===== src/rtl/gate_vector_sequencer.sv =====
// Exhaustive sweep controller for an N_IN-input combinational gate.
// After a start pulse it walks every input vector 0 .. 2^N_IN-1, holds each
// for SETTLE cycles, samples the gate output and checks it against a built-in
// reduction model selected by OP (0=AND 1=OR 2=XOR 3=NAND 4=NOR 5=XNOR).
// Ports:
//   clk, rst_n      clock, synchronous active-low reset
//   start, abort    begin a sweep (IDLE only) / cancel a running sweep
//   vec_out         vector applied to the gate inputs
//   gate_y          gate output under test
//   busy, done      sweep running / one-cycle completion pulse
//   pass            last completed sweep had no mismatches
//   err_count       saturating mismatch count of current/last sweep
//   fail_vec/_valid first mismatching vector and its capture flag
//   log_valid/_vec/_y  one-cycle record of each checked vector
module gate_vector_sequencer #(
  parameter int unsigned N_IN   = 2,
  parameter int unsigned SETTLE = 1,
  parameter int unsigned OP     = 0
) (
  input  logic            clk,
  input  logic            rst_n,
  input  logic            start,
  input  logic            abort,
  output logic [N_IN-1:0] vec_out,
  input  logic            gate_y,
  output logic            busy,
  output logic            done,
  output logic            pass,
  output logic [N_IN:0]   err_count,
  output logic [N_IN-1:0] fail_vec,
  output logic            fail_valid,
  output logic            log_valid,
  output logic [N_IN-1:0] log_vec,
  output logic            log_y
);

  localparam int unsigned CNT_W = (SETTLE < 2) ? 1 : $clog2(SETTLE + 1);
  localparam int unsigned ERR_W = N_IN + 1;
  localparam logic [CNT_W-1:0] CNT_LOAD = CNT_W'(SETTLE);
  localparam logic [CNT_W-1:0] CNT_ONE  = CNT_W'(1);
  localparam logic [ERR_W-1:0] ERR_MAX  = '1;
  localparam logic [N_IN-1:0]  VEC_LAST = '1;

  typedef enum logic [1:0] {
    S_IDLE,
    S_WAIT,
    S_CHECK,
    S_DONE
  } state_e;

  state_e            state_q, state_d;
  logic [CNT_W-1:0]  cnt_q, cnt_d;
  logic [N_IN-1:0]   vec_q, vec_d;
  logic              busy_q, busy_d;
  logic              done_q, done_d;
  logic              pass_q, pass_d;
  logic [ERR_W-1:0]  err_q, err_d;
  logic [N_IN-1:0]   fvec_q, fvec_d;
  logic              fvalid_q, fvalid_d;
  logic              lvalid_q, lvalid_d;
  logic [N_IN-1:0]   lvec_q, lvec_d;
  logic              ly_q, ly_d;

  logic              exp_c;
  logic              mismatch_c;
  logic [ERR_W-1:0]  err_inc_c;

  // Reference response of the gate for the vector currently applied.
  always_comb begin
    exp_c = 1'b0;
    case (OP)
      0:       exp_c = &vec_q;
      1:       exp_c = |vec_q;
      2:       exp_c = ^vec_q;
      3:       exp_c = ~&vec_q;
      4:       exp_c = ~|vec_q;
      5:       exp_c = ~^vec_q;
      default: exp_c = 1'b0;
    endcase
  end

  // Mismatch detection and saturating increment of the error count.
  always_comb begin
    mismatch_c = (gate_y != exp_c);
    err_inc_c  = err_q;
    if (mismatch_c && (err_q != ERR_MAX)) begin
      err_inc_c = err_q + ERR_W'(1);
    end
  end

  // Next-state and registered-output logic.
  always_comb begin
    state_d  = state_q;
    cnt_d    = cnt_q;
    vec_d    = vec_q;
    busy_d   = busy_q;
    done_d   = 1'b0;
    pass_d   = pass_q;
    err_d    = err_q;
    fvec_d   = fvec_q;
    fvalid_d = fvalid_q;
    lvalid_d = 1'b0;
    lvec_d   = lvec_q;
    ly_d     = ly_q;

    case (state_q)
      S_IDLE: begin
        // abort has priority over a simultaneous start
        if (start && !abort) begin
          state_d  = S_WAIT;
          vec_d    = '0;
          cnt_d    = CNT_LOAD;
          err_d    = '0;
          fvalid_d = 1'b0;
          fvec_d   = '0;
          busy_d   = 1'b1;
        end
      end

      S_WAIT: begin
        if (abort) begin
          state_d = S_IDLE;
          busy_d  = 1'b0;
        end else begin
          cnt_d = cnt_q - CNT_ONE;
          if (cnt_q <= CNT_ONE) begin
            state_d = S_CHECK;
          end
        end
      end

      S_CHECK: begin
        // an abort discards this cycle's check entirely
        if (abort) begin
          state_d = S_IDLE;
          busy_d  = 1'b0;
        end else begin
          err_d    = err_inc_c;
          lvalid_d = 1'b1;
          lvec_d   = vec_q;
          ly_d     = gate_y;
          if (mismatch_c && !fvalid_q) begin
            fvec_d   = vec_q;
            fvalid_d = 1'b1;
          end
          if (vec_q == VEC_LAST) begin
            state_d = S_DONE;
            busy_d  = 1'b0;
            done_d  = 1'b1;
            pass_d  = (err_inc_c == '0);
          end else begin
            state_d = S_WAIT;
            vec_d   = vec_q + N_IN'(1);
            cnt_d   = CNT_LOAD;
          end
        end
      end

      S_DONE: begin
        state_d = S_IDLE;
      end

      default: begin
        state_d = S_IDLE;
        busy_d  = 1'b0;
      end
    endcase
  end

  // State and output registers with synchronous reset.
  always_ff @(posedge clk) begin
    if (!rst_n) begin
      state_q  <= S_IDLE;
      cnt_q    <= '0;
      vec_q    <= '0;
      busy_q   <= 1'b0;
      done_q   <= 1'b0;
      pass_q   <= 1'b0;
      err_q    <= '0;
      fvec_q   <= '0;
      fvalid_q <= 1'b0;
      lvalid_q <= 1'b0;
      lvec_q   <= '0;
      ly_q     <= 1'b0;
    end else begin
      state_q  <= state_d;
      cnt_q    <= cnt_d;
      vec_q    <= vec_d;
      busy_q   <= busy_d;
      done_q   <= done_d;
      pass_q   <= pass_d;
      err_q    <= err_d;
      fvec_q   <= fvec_d;
      fvalid_q <= fvalid_d;
      lvalid_q <= lvalid_d;
      lvec_q   <= lvec_d;
      ly_q     <= ly_d;
    end
  end

  assign vec_out    = vec_q;
  assign busy       = busy_q;
  assign done       = done_q;
  assign pass       = pass_q;
  assign err_count  = err_q;
  assign fail_vec   = fvec_q;
  assign fail_valid = fvalid_q;
  assign log_valid  = lvalid_q;
  assign log_vec    = lvec_q;
  assign log_y      = ly_q;

endmodule


===== config.mk =====
export PLATFORM = sky130hd
export DESIGN_NAME = gate_vector_sequencer
export DESIGN_NICKNAME = d
export VERILOG_FILES = /design/src/rtl/gate_vector_sequencer.sv
export SDC_FILE = /design/constraint.sdc
export NUM_CORES = 1
export LEC_CHECK = 0
export CAP_MARGIN = 20
export CORE_MARGIN = 1.5
export CORE_UTILIZATION = 35
export CTS_BUF_LIST = sky130_fd_sc_hd__clkbuf_2
export DETAILED_ROUTE_END_ITERATION = 12
export GPL_TIMING_DRIVEN = 0
export MAX_ROUTING_LAYER = met4
export PLACE_DENSITY = 0.62
export SYNTH_ARGS = -nofsm -noshare
export SYNTH_HDL_FRONTEND = slang
export SYNTH_SLANG_ARGS = --single-unit

===== constraint.sdc =====
create_clock -name clk -period 3.8 [get_ports clk]
set_input_delay 0.57 -clock clk [delete_from_list [all_inputs] [get_ports clk]]
set_output_delay 0.57 -clock clk [all_outputs]
set_load 0.01 [all_outputs]

Yosys cells after proc, flatten, opt, wreduce, memory -nomap -nowiden
Index checks and enable logic that the tools add are counted.

operators by class
  add/sub/neg operators = 3
  multiply operators = 0
  divide/modulo/power cells = 0
  magnitude comparators = 1
  equality and inequality tests = 14
  shift operators = 0
  multiplexer cells = 32
  bitwise logic cells = 3
  reduce and logical (&&, ||, !) cells = 20

operators with widths
  operator                                              number
  2-to-1 mux 2 bit                                      10
  2-to-1 mux 1 bit                                      12
  inequality test 2 bit (second input constant)         6
  AND reduction 4 bit                                   3
  2-to-1 mux 3 bit                                      3
  inequality test 3 bit (second input constant)         3
  case mux 2 bit (2 select lines)                       2
  case mux 2 bit (4 select lines)                       1
  AND reduction 2 bit                                   4
  equality test 2 bit (second input constant)           3
  case mux 1 bit (3 select lines)                       2
  case mux 3 bit (2 select lines)                       1
  AND reduction 3 bit                                   2
  AND reduction 5 bit                                   1
  adder 3 x 1 -> 3 bit (second input constant)          1
  logical AND 1 bit                                     3
  logical NOT 3 bit                                     1
  NOT 1 bit                                             3
  nonzero test 3 bit                                    1
  OR reduction 3 bit                                    1
  adder 2 x 1 -> 2 bit (second input constant)          1
  equality test 2 x 1 -> 1 bit (second input constant)  1
  logical NOT 1 bit                                     2
  logical NOT 2 bit                                     1
  other kinds (5)                                       5

word-level totals
  flip-flop bits (word level) = 18
  latch bits = 0
  bits in writable memories = 0
  memory bits (read-only) = 0
  output and inout bits = 15
  logic and storage cells = 85
  memories kept = 0

Depth between registers and ports, before layout
Gate-level depths: netlist of the first run.

  word-level depth = 6
  mapped depth = 7
  depth with buffers taken out = 6

Worst setup path before layout of the first run
Ideal clock, no wire load.

  kind = register to register
  from = reg state_q[0]
  to = reg err_q[0] (netlist: err_count[0])
  data arrival time = 1588 ps
  data required time = 3679 ps
  setup slack = 2091 ps
  cell stages (with the launch flop) = 7
  path through = dfxtp_1 inv_1 ha_1 nor2b_4 or3_4 o2bb2ai_1 mux2_2

between the ends
  longest elaborated chain between the ends = 3
  elaborated cells on any way between the ends = 7

ends and longest elaborated chain
  what                                                                          RTL line  source
  start, declared                                                               51        state_e state_q, state_d;
  start signal, assigned                                                        186       state_q <= state_d;
  equality test 2 bit or logical NOT 2 bit (tied branches)                      106       case (state_q)
  inequality test 2 bit (no source line) or nonzero test 2 bit (tied branches)  --
  AND reduction 3 bit (no source line)                                          --
  end signal, assigned                                                          192       err_q <= err_d;
  end, declared                                                                 57        logic [ERR_W-1:0] err_q, err_d;

Several ways; a longest one is shown, not always the timed one.
A chain may end at the register's enable or synchronous reset.

Worst setup path in the final report of the first run
  from = reg vec_q[0] (netlist: vec_out[0])
  to = out vec_out[0]

RTL lines
  what                    RTL line  source
  start, declared         53        logic [N_IN-1:0] vec_q, vec_d;
  start signal, assigned  188       vec_q <= vec_d;
  end, declared           24        output logic [N_IN-1:0] vec_out,

No word-level cell between the ends.

==> impl_table.tex, run 1 <==
\begin{tabular}{lr}
\hline
Metric & Value \\
\hline
\multicolumn{2}{l}{\textbf{Worst setup path}} \\
\quad Combined buffer and inverter count along the critical path & 1 \\
\quad Worst Setup EP & vec\_out[0] \\
\quad Worst setup startpoint & vec\_out[0] \\
\quad Arrival time at the worst endpoint & approximately 1.4 ns \\
\quad Logic depth of the worst setup path including buffers & 1 \\
\quad Worst Setup Start Kind & flip-flop \\
\quad Depth of the most critical reg-to-reg path & 6 \\
\quad Type of the worst setup path & flip-flop to primary output \\
\quad Crit path max fanout & 8 \\
\quad Delay-heaviest family, CP & buffers and inverters \\
\quad Worst path cell trace & clkdlybuf4s50\_1 \\
\quad Slack of the worst reg-to-reg path & about 1.9 ns \\
\quad Cell with the largest stage delay on the worst path & clkdlybuf4s50\_1 \\
\quad Required arrival time at the worst endpoint & $\sim$3.2 ns \\
\quad Kind of end point of the critical path & primary output \\
\quad Endpoint of the worst-slack reg-to-reg timing path & err\_count[0] \\
\quad RR Startpoint & state\_q[0] \\
\quad Max incr delay on CP & 0.59 ns \\
\multicolumn{2}{l}{\textbf{Floorplanning}} \\
\quad DIE AREA & 2700 um2 \\
\quad Overall die height & a little over 50 um \\
\quad Cell Rows & 17 \\
\quad Top Ports & 20 \\
\quad Core Region & approximately 2200 um2 \\
\quad Initial Util & approximately 38\% \\
\quad Die outline width & just over 50 um \\
\multicolumn{2}{l}{\textbf{Yosys}} \\
\quad Total number of yosys warnings & 0 \\
\quad Cell with the most instances after synthesis & dfxtp\_1 \\
\quad Syn\_nets & between 90 and 100 \\
\quad Number of enable flip-flop cells after synthesis & 0 \\
\quad Gate Count Post-Synth & 86 \\
\quad Register bit total from synthesis & 17 \\
\quad Sequential-to-total area share from yosys stat & roughly two fifths \\
\quad Post-synthesis instance area & 840 um2 \\
\quad Synth cell types & 34 \\
\quad Biggest area consumer among synthesized cells & dfxtp\_1 \\
\quad Mean instance size in the synthesized netlist & just under 10 um2 \\
\quad Area share of the largest cell type after synthesis & 40.5\% \\
\quad Ranking of synthesized cells by instance count & 17 x dfxtp\_1, 8 x ha\_1, 7 x a21oi\_1, 7 x nor2\_1, 5 x inv\_1 \\
\quad Leading cell types by total area after synthesis & dfxtp\_1 41\%, ha\_1 12\%, mux2i\_1 4.8\% \\
\quad Most used flip-flop cell after synthesis & dfxtp\_1 \\
\quad Share of flip-flops with an asynchronous set or reset & 0\% \\
\multicolumn{2}{l}{\textbf{CTS}} \\
\quad Number of clock sinks & 17 \\
\quad CTS root buf & clkbuf\_2 \\
\quad Clock latency at the later pin of the worst-skew pair & around 0.30 ns \\
\quad Post-cts gate resize count & 0 \\
\quad Number of hold-repair buffers added at the cts stage & 0 \\
\quad CTS tree & built \\
\quad Longest Clk Path Bufs & 2 \\
\quad Depth of the CTS H-tree & 1 \\
\quad Reg clk slew, reported paths & about 0.16 ns \\
\quad Num CTS Buffers & 3 \\
\quad Setup fix buffers added after clock tree synthesis & 0 \\
\multicolumn{2}{l}{\textbf{Final layout}} \\
\quad Area Growth Syn to Fin & 29.2\% \\
\quad NumNets Final & roughly 120 \\
\quad Number of antenna diodes & 0 \\
\quad Layout cells sized above 1 & under 10\% \\
\multicolumn{2}{l}{\textbf{Routing}} \\
\quad Drt first-iter violations & 6 \\
\quad Vias after detailed routing & around 670 \\
\quad Count of TritonRoute iterations in the first routing pass & 4 \\
\quad Vias/cell & approximately 4.9 \\
\quad Number of remaining DRC errors & 0 \\
\quad Average detailed-routed wire length per instance & roughly 12 um \\
\quad Count of nets left with antenna violations after detail routing & 0 \\
\quad Final WL & between 1500 and 2000 um \\
\multicolumn{2}{l}{\textbf{STA}} \\
\quad Measured slew at the worst slew-check pin & 0.371 ns \\
\quad Share of the cycle needed by the critical path after routing & about 52\% \\
\quad Final-report max-slew violation count & 0 \\
\quad Hold violation count in the final report & 0 \\
\quad Max\_slew headroom & between 70\% and 80\% \\
\quad Min cycle time layout & around 2.0 ns \\
\quad Final clock skew & about 0.0038 ns \\
\quad Unrepaired setup endpoints after global routing & false \\
\quad Count of endpoints failing setup in the final report & 0 \\
\quad Smallest hold slack & 0.517 ns \\
\quad Sum of negative setup slack & 0 ns \\
\quad Fmax & 508 MHz \\
\multicolumn{2}{l}{\textbf{Run}} \\
\quad Reported max-cap violation count & 0 \\
\multicolumn{2}{l}{\textbf{Power}} \\
\quad Switching power & 79.2 uW \\
\quad Leakage power & between 0.0004 and 0.0005 uW \\
\quad Power density cells & approximately 280 nW/um2 \\
\quad Switching Share & $\sim$26\% \\
\quad Combinational cell fraction of total power & 12.7\% \\
\quad Maximum vdd drop & 0.000170 V \\
\quad Seq pwr share & 59.6\% \\
\quad Internal power component & 229 uW \\
\quad Clock share of power & between 20 and 30\% \\
\multicolumn{2}{l}{\textbf{GRT}} \\
\quad Global-route wire length before repair & roughly 2800 um \\
\quad Largest net degree at the start of global routing & 11 \\
\quad Remaining Overflow, GRT & 0 \\
\quad Initial antenna violation count & 0 \\
\quad Overall global routing resource usage & 14.2\% \\
\quad Vias in the first global route & between 500 and 600 \\
\multicolumn{2}{l}{\textbf{Place}} \\
\quad Final weighted congestion of routability-driven global placement & a little under 0.8 \\
\quad Number of buffers added on ports & 19 \\
\quad Post-detailed-placement half-perimeter wirelength & approximately 1200 um \\
\multicolumn{2}{l}{\textbf{Status}} \\
\quad Run status & completed \\
\multicolumn{2}{l}{\textbf{Worst hold path}} \\
\quad Worst hold path type & flip-flop to flip-flop \\
\quad HP Start & log\_y \\
\hline
\end{tabular}
## per-layer routing
metal  track usage, %  wire, um  up-vias
met3             3.45        82        5
met1             19.4       802      296
met5                -         0        -
met2             19.0       716       18
li1                 -         -      353
met4             7.89        38        0
## worst min path at each step
stage	end	slack, ns	cells past startpoint
floorplan	state_q[0]	0.47	2
finish	log_y	0.52	2
global route	busy	0.55	2
CTS	state_q[0]	0.52	2
detailed placement	log_y	0.49	2
global placement	log_vec[0]	0.48	2
## logic make-up after synthesis
| logic type | after synthesis | share of synthesized area [%] |
|---|---|---|
| adder cells (fa/ha/maj) | 8 | 11.9 |
| flip-flops | 17 | 40.5 |
| buffers and inverters | 7 | 4.02 |
| AND/OR/NAND/NOR | 27 | 18.9 |
| XOR/XNOR | 1 | 1.04 |
| AO/OA/AOI/OAI | 21 | 17.4 |
| multiplexers | 5 | 6.11 |
## layout make-up
type                       instances  area (um2)
buffer                             2        15.0
sequential                        17         340
fill                             223        1150
clock buffer                       4        20.0
inverter                           5        18.8
multi-input combinational         62         465
tap                               28        35.0
timing repair buffer              19         190
## layout by cell type, fill, tap and decap left out, drive strengths merged, types with 2 or more instances in the layout
cell type / n
nor2b: 2
inv: 5
and2: 2
a22o: 2
clkbuf: 5
dfxtp: 17
a32o: 2
clkdlybuf4s50: 19
nor3: 2
nor2: 7
a21oi: 7
mux2i: 4
o21ai: 3
nand2: 3
ha: 8
nand2b: 2
and2b: 2
## state kept, by name (all words and copies together) (netlist names), 2 cells and up
signal and flops:
err_count 3, fail_vec 2, log_vec 2, state_q 2, vec_out 2
## through the flow
stage,setup slack [ns],total power [uW],cells,area [um2],utilization (%)
6_report,1.83,308,137,1080,48.6
5_1_grt,1.73,326,137,1080,48.6
4_1_cts,1.81,311,137,1080,48.6
3_5_place_dp,1.60,226,133,1060,47.7
3_3_place_gp,1.61,226,133,1060,47.7
2_1_floorplan,2.09,212,86,840,-
## power by group through the flow
| stage | Clock (uW) | Sequential, uW | Combinational (uW) |
|---|---|---|---|
| CTS | 88.5 | 184 | 39.3 |
| global placement | 0 | 187 | 38.7 |
| detailed placement | 0 | 187 | 38.9 |
| global route | 99.0 | 184 | 42.8 |
| floorplan | 0 | 188 | 24.5 |
| finish | 85.4 | 183 | 39.0 |
## worst register-to-register path, cell delays in order, from the launching register on
cell and delay [ns]:
dfxtp_1 0.42, inv_1 0.08, ha_1 0.29, nor2b_4 0.16, or3_4 0.40, o2bb2ai_1 0.17, mux2_2 0.28
Power figures use the tool's default switching activity.
==> run 2: changes to the inputs <==
--- a/config.mk
+++ b/config.mk
@@ -12,7 +12,7 @@
 export DETAILED_ROUTE_END_ITERATION = 12
 export GPL_TIMING_DRIVEN = 0
 export MAX_ROUTING_LAYER = met4
-export PLACE_DENSITY = 0.62
+export PLACE_DENSITY = 0.64
 export SYNTH_ARGS = -nofsm -noshare
 export SYNTH_HDL_FRONTEND = slang
 export SYNTH_SLANG_ARGS = --single-unit
==> constraint.sdc (replaced) <==
create_clock -name clk -period 1.8 [get_ports clk]
set_input_delay 0.27 -clock clk [delete_from_list [all_inputs] [get_ports clk]]
set_output_delay 0.27 -clock clk [all_outputs]
set_load 0.01 [all_outputs]
==> impl_table.tex, run 2 (same netlist as run 1, synthesis figures left out) <==
\begin{tabular}{lr}
\hline
Metric & Value \\
\hline
\multicolumn{2}{l}{\textbf{Run}} \\
\quad Reported max-cap violation count & 0 (unchanged) \\
\multicolumn{2}{l}{\textbf{Worst setup path}} \\
\quad Depth of the most critical reg-to-reg path & 6 (unchanged) \\
\quad Arrival time at the worst endpoint & 1.93 ns (+0.53 ns) \\
\quad Max incr delay on CP & 0.40 ns (-0.19 ns) \\
\quad Kind of end point of the critical path & flip-flop \\
\quad Type of the worst setup path & flip-flop to flip-flop \\
\quad Worst Setup Start Kind & flip-flop \\
\quad Worst path cell trace & inv\_1, ha\_2, nor2b\_4, or3\_4, a21o\_1, a32o\_1 \\
\quad Cell with the largest stage delay on the worst path & or3\_4 \\
\quad Required arrival time at the worst endpoint & 2.00 ns (-1.23 ns) \\
\quad Crit path max fanout & 7 (-1) \\
\multicolumn{2}{l}{\textbf{STA}} \\
\quad Max\_slew headroom & 73.6\% (-1.6 points) \\
\quad Hold violation count in the final report & 0 (unchanged) \\
\quad Final-report max-slew violation count & 0 (unchanged) \\
\quad Fmax & roughly 580 MHz \\
\quad Share of the cycle needed by the critical path after routing & a little over nine tenths \\
\quad Unrepaired setup endpoints after global routing & false \\
\quad Smallest hold slack & 0.503 ns (-0.0139 ns) \\
\quad Count of endpoints failing setup in the final report & 0 (unchanged) \\
\quad Min cycle time layout & 1.73 ns \\
\quad Final clock skew & 0.00281 ns (-0.00101 ns) \\
\quad Measured slew at the worst slew-check pin & 0.396 ns (+0.0245 ns) \\
\multicolumn{2}{l}{\textbf{CTS}} \\
\quad Num CTS Buffers & 3 (unchanged) \\
\quad Reg clk slew, reported paths & 0.16 ns (about the same) \\
\quad CTS root buf & clkbuf\_2 \\
\quad CTS tree & built \\
\quad Number of clock sinks & 17 (unchanged) \\
\quad Depth of the CTS H-tree & 1 (unchanged) \\
\quad Post-cts gate resize count & 3 (+3) \\
\quad Setup fix buffers added after clock tree synthesis & 0 (unchanged) \\
\quad Longest Clk Path Bufs & 2 (unchanged) \\
\quad Clock latency at the later pin of the worst-skew pair & 0.29 ns (about the same) \\
\quad Number of hold-repair buffers added at the cts stage & 0 (unchanged) \\
\multicolumn{2}{l}{\textbf{Final layout}} \\
\quad Number of flip-flops in the largest register & 3 (unchanged) \\
\quad Layout cells sized above 1 & 14.7\% (+5.5 points) \\
\quad Most frequent cells in the layout & 19 x clkdlybuf4s50\_1, 14 x dfxtp\_1, 7 x nor2\_1, 7 x a21oi\_1, 6 x ha\_1 \\
\quad Filler Cell Count & 236 (+5.8\%) \\
\quad NumNets Final & 123 (unchanged) \\
\quad Area of all placed cells without fillers & 1100 um2 (+1.4\%) \\
\quad Share of the core filled with cells in the final layout & 49.2\% (+0.67 points) \\
\quad Number of antenna diodes & 0 (unchanged) \\
\quad Area Growth Syn to Fin & 31.0\% \\
\quad Most common cell after layout, fill and taps aside & clkdlybuf4s50\_1 \\
\multicolumn{2}{l}{\textbf{Floorplanning}} \\
\quad Core Region & 2230 um2 (unchanged) \\
\quad Top Ports & 20 (unchanged) \\
\quad Overall die height & 52.0 um (unchanged) \\
\quad DIE AREA & 2700 um2 (unchanged) \\
\quad Initial Util & 37.6\% (unchanged) \\
\quad Cell Rows & 17 (unchanged) \\
\quad Die outline width & 52.0 um (unchanged) \\
\multicolumn{2}{l}{\textbf{Power}} \\
\quad Combinational cell fraction of total power & 13.2\% (+0.5 points) \\
\quad Clock share of power & 26.8\% (-0.9 points) \\
\quad Seq pwr share & 60.0\% (+0.4 points) \\
\quad Switching Share & 25.1\% (-0.68 points) \\
\quad Maximum vdd drop & 0.000342 V (+100\%) \\
\quad Power density cells & 588 nW/um2 (+110\%) \\
\quad Leakage power & 0.000458 uW (about the same) \\
\quad Internal power component & 485 uW (+110\%) \\
\quad Switching power & 162 uW (+100\%) \\
\multicolumn{2}{l}{\textbf{Routing}} \\
\quad Number of remaining DRC errors & 0 (unchanged) \\
\quad Drt first-iter violations & 8 (+2) \\
\quad Count of nets left with antenna violations after detail routing & 0 (unchanged) \\
\quad Vias/cell & 5.11 (+4.2\%) \\
\quad Count of TritonRoute iterations in the first routing pass & 4 (unchanged) \\
\quad Vias after detailed routing & 700 (+4.2\%) \\
\quad Average detailed-routed wire length per instance & 12.8 um (+7.0\%) \\
\quad Final WL & 1760 um (+7.0\%) \\
\multicolumn{2}{l}{\textbf{GRT}} \\
\quad Largest net degree at the start of global routing & 11 (unchanged) \\
\quad Global-route wire length before repair & 2880 um (+4.2\%) \\
\quad Remaining Overflow, GRT & 0 (unchanged) \\
\quad Overall global routing resource usage & 15.1\% (+0.90 points) \\
\quad Vias in the first global route & 653 (+9.4\%) \\
\quad Initial antenna violation count & 0 (unchanged) \\
\multicolumn{2}{l}{\textbf{Worst hold path}} \\
\quad Count of cells along the worst hold path & 2 (unchanged) \\
\quad Worst hold path type & flip-flop to flip-flop \\
\multicolumn{2}{l}{\textbf{Place}} \\
\quad Number of buffers added on ports & 19 (unchanged) \\
\quad Dpl cell area & 1060 um2 (unchanged) \\
\quad Post-detailed-placement half-perimeter wirelength & 1340 um (+8.4\%) \\
\quad Final weighted congestion of routability-driven global placement & 0.767 (-2.0\%) \\
\multicolumn{2}{l}{\textbf{Status}} \\
\quad Run status & completed \\
\hline
\end{tabular}
run 2: power groups by stage:
stage	Combinational (uW)	Clock [uW]	Sequential, uW
final	85.2	174	388
after CTS	84.0	185	388
after global routing	94.3	204	389
after floorplan	51.6	0	396
after detailed placement	82.7	0	395
after global placement	81.1	0	395
run 2: stage by stage:
| stage | cells | worst slack [ns] | total power, uW | setup TNS [ns] |
|---|---|---|---|---|
| 3_5_place_dp | 133 | -0.112 | 478 | -0.293 |
| 2_1_floorplan | 86 | 0.0915 | 448 | 0 |
| 5_1_grt | 137 | 0.00203 | 687 | 0 |
| 4_1_cts | 137 | 0.0254 | 657 | 0 |
| 6_report | 137 | 0.0669 | 647 | 0 |
| 3_3_place_gp | 133 | -0.0868 | 476 | -0.165 |
run 2: path summary, 6_finish.rpt:
| path | slack, ns | start | endpoint |
|---|---|---|---|
| min | 0.50 | state_q[0] | state_q[0] |
| min reg2reg | 0.50 | state_q[0] | state_q[0] |
| max | 0.07 | state_q[0] | fail_vec[1] |
| max reg2reg | 0.07 | state_q[0] | fail_vec[1] |
run 2: area by class of cell:
cell class	instances	area [um2]	area share, %
Multi-Input combinational cell	62	477	43.3
Sequential cell	17	344	31.3
Timing Repair Buffer	19	190	17.3
Tap cell	28	35.0	3.19
Clock buffer	4	20.0	1.82
Inverter	5	18.8	1.71
Buffer	2	15.0	1.37
run 2: routing by layer:
metal  vias up  GRT usage [%]  share of wire (%)
met4         0           9.21                1.2
met1       336           18.4                 46
met3         2           1.72                3.2
met2        11           23.8                 50
li1        351              -                  -
met5         -              -                  0
run 2: critical path, delay by kind of cell (launching register included):
| family | cells | cell delay, ns |
|---|---|---|
| buf+inv | 1 | 0.07 |
| flops | 1 | 0.39 |
| simple gates | 2 | 0.54 |
| fa+ha+maj | 1 | 0.23 |
| compound gates | 2 | 0.43 |
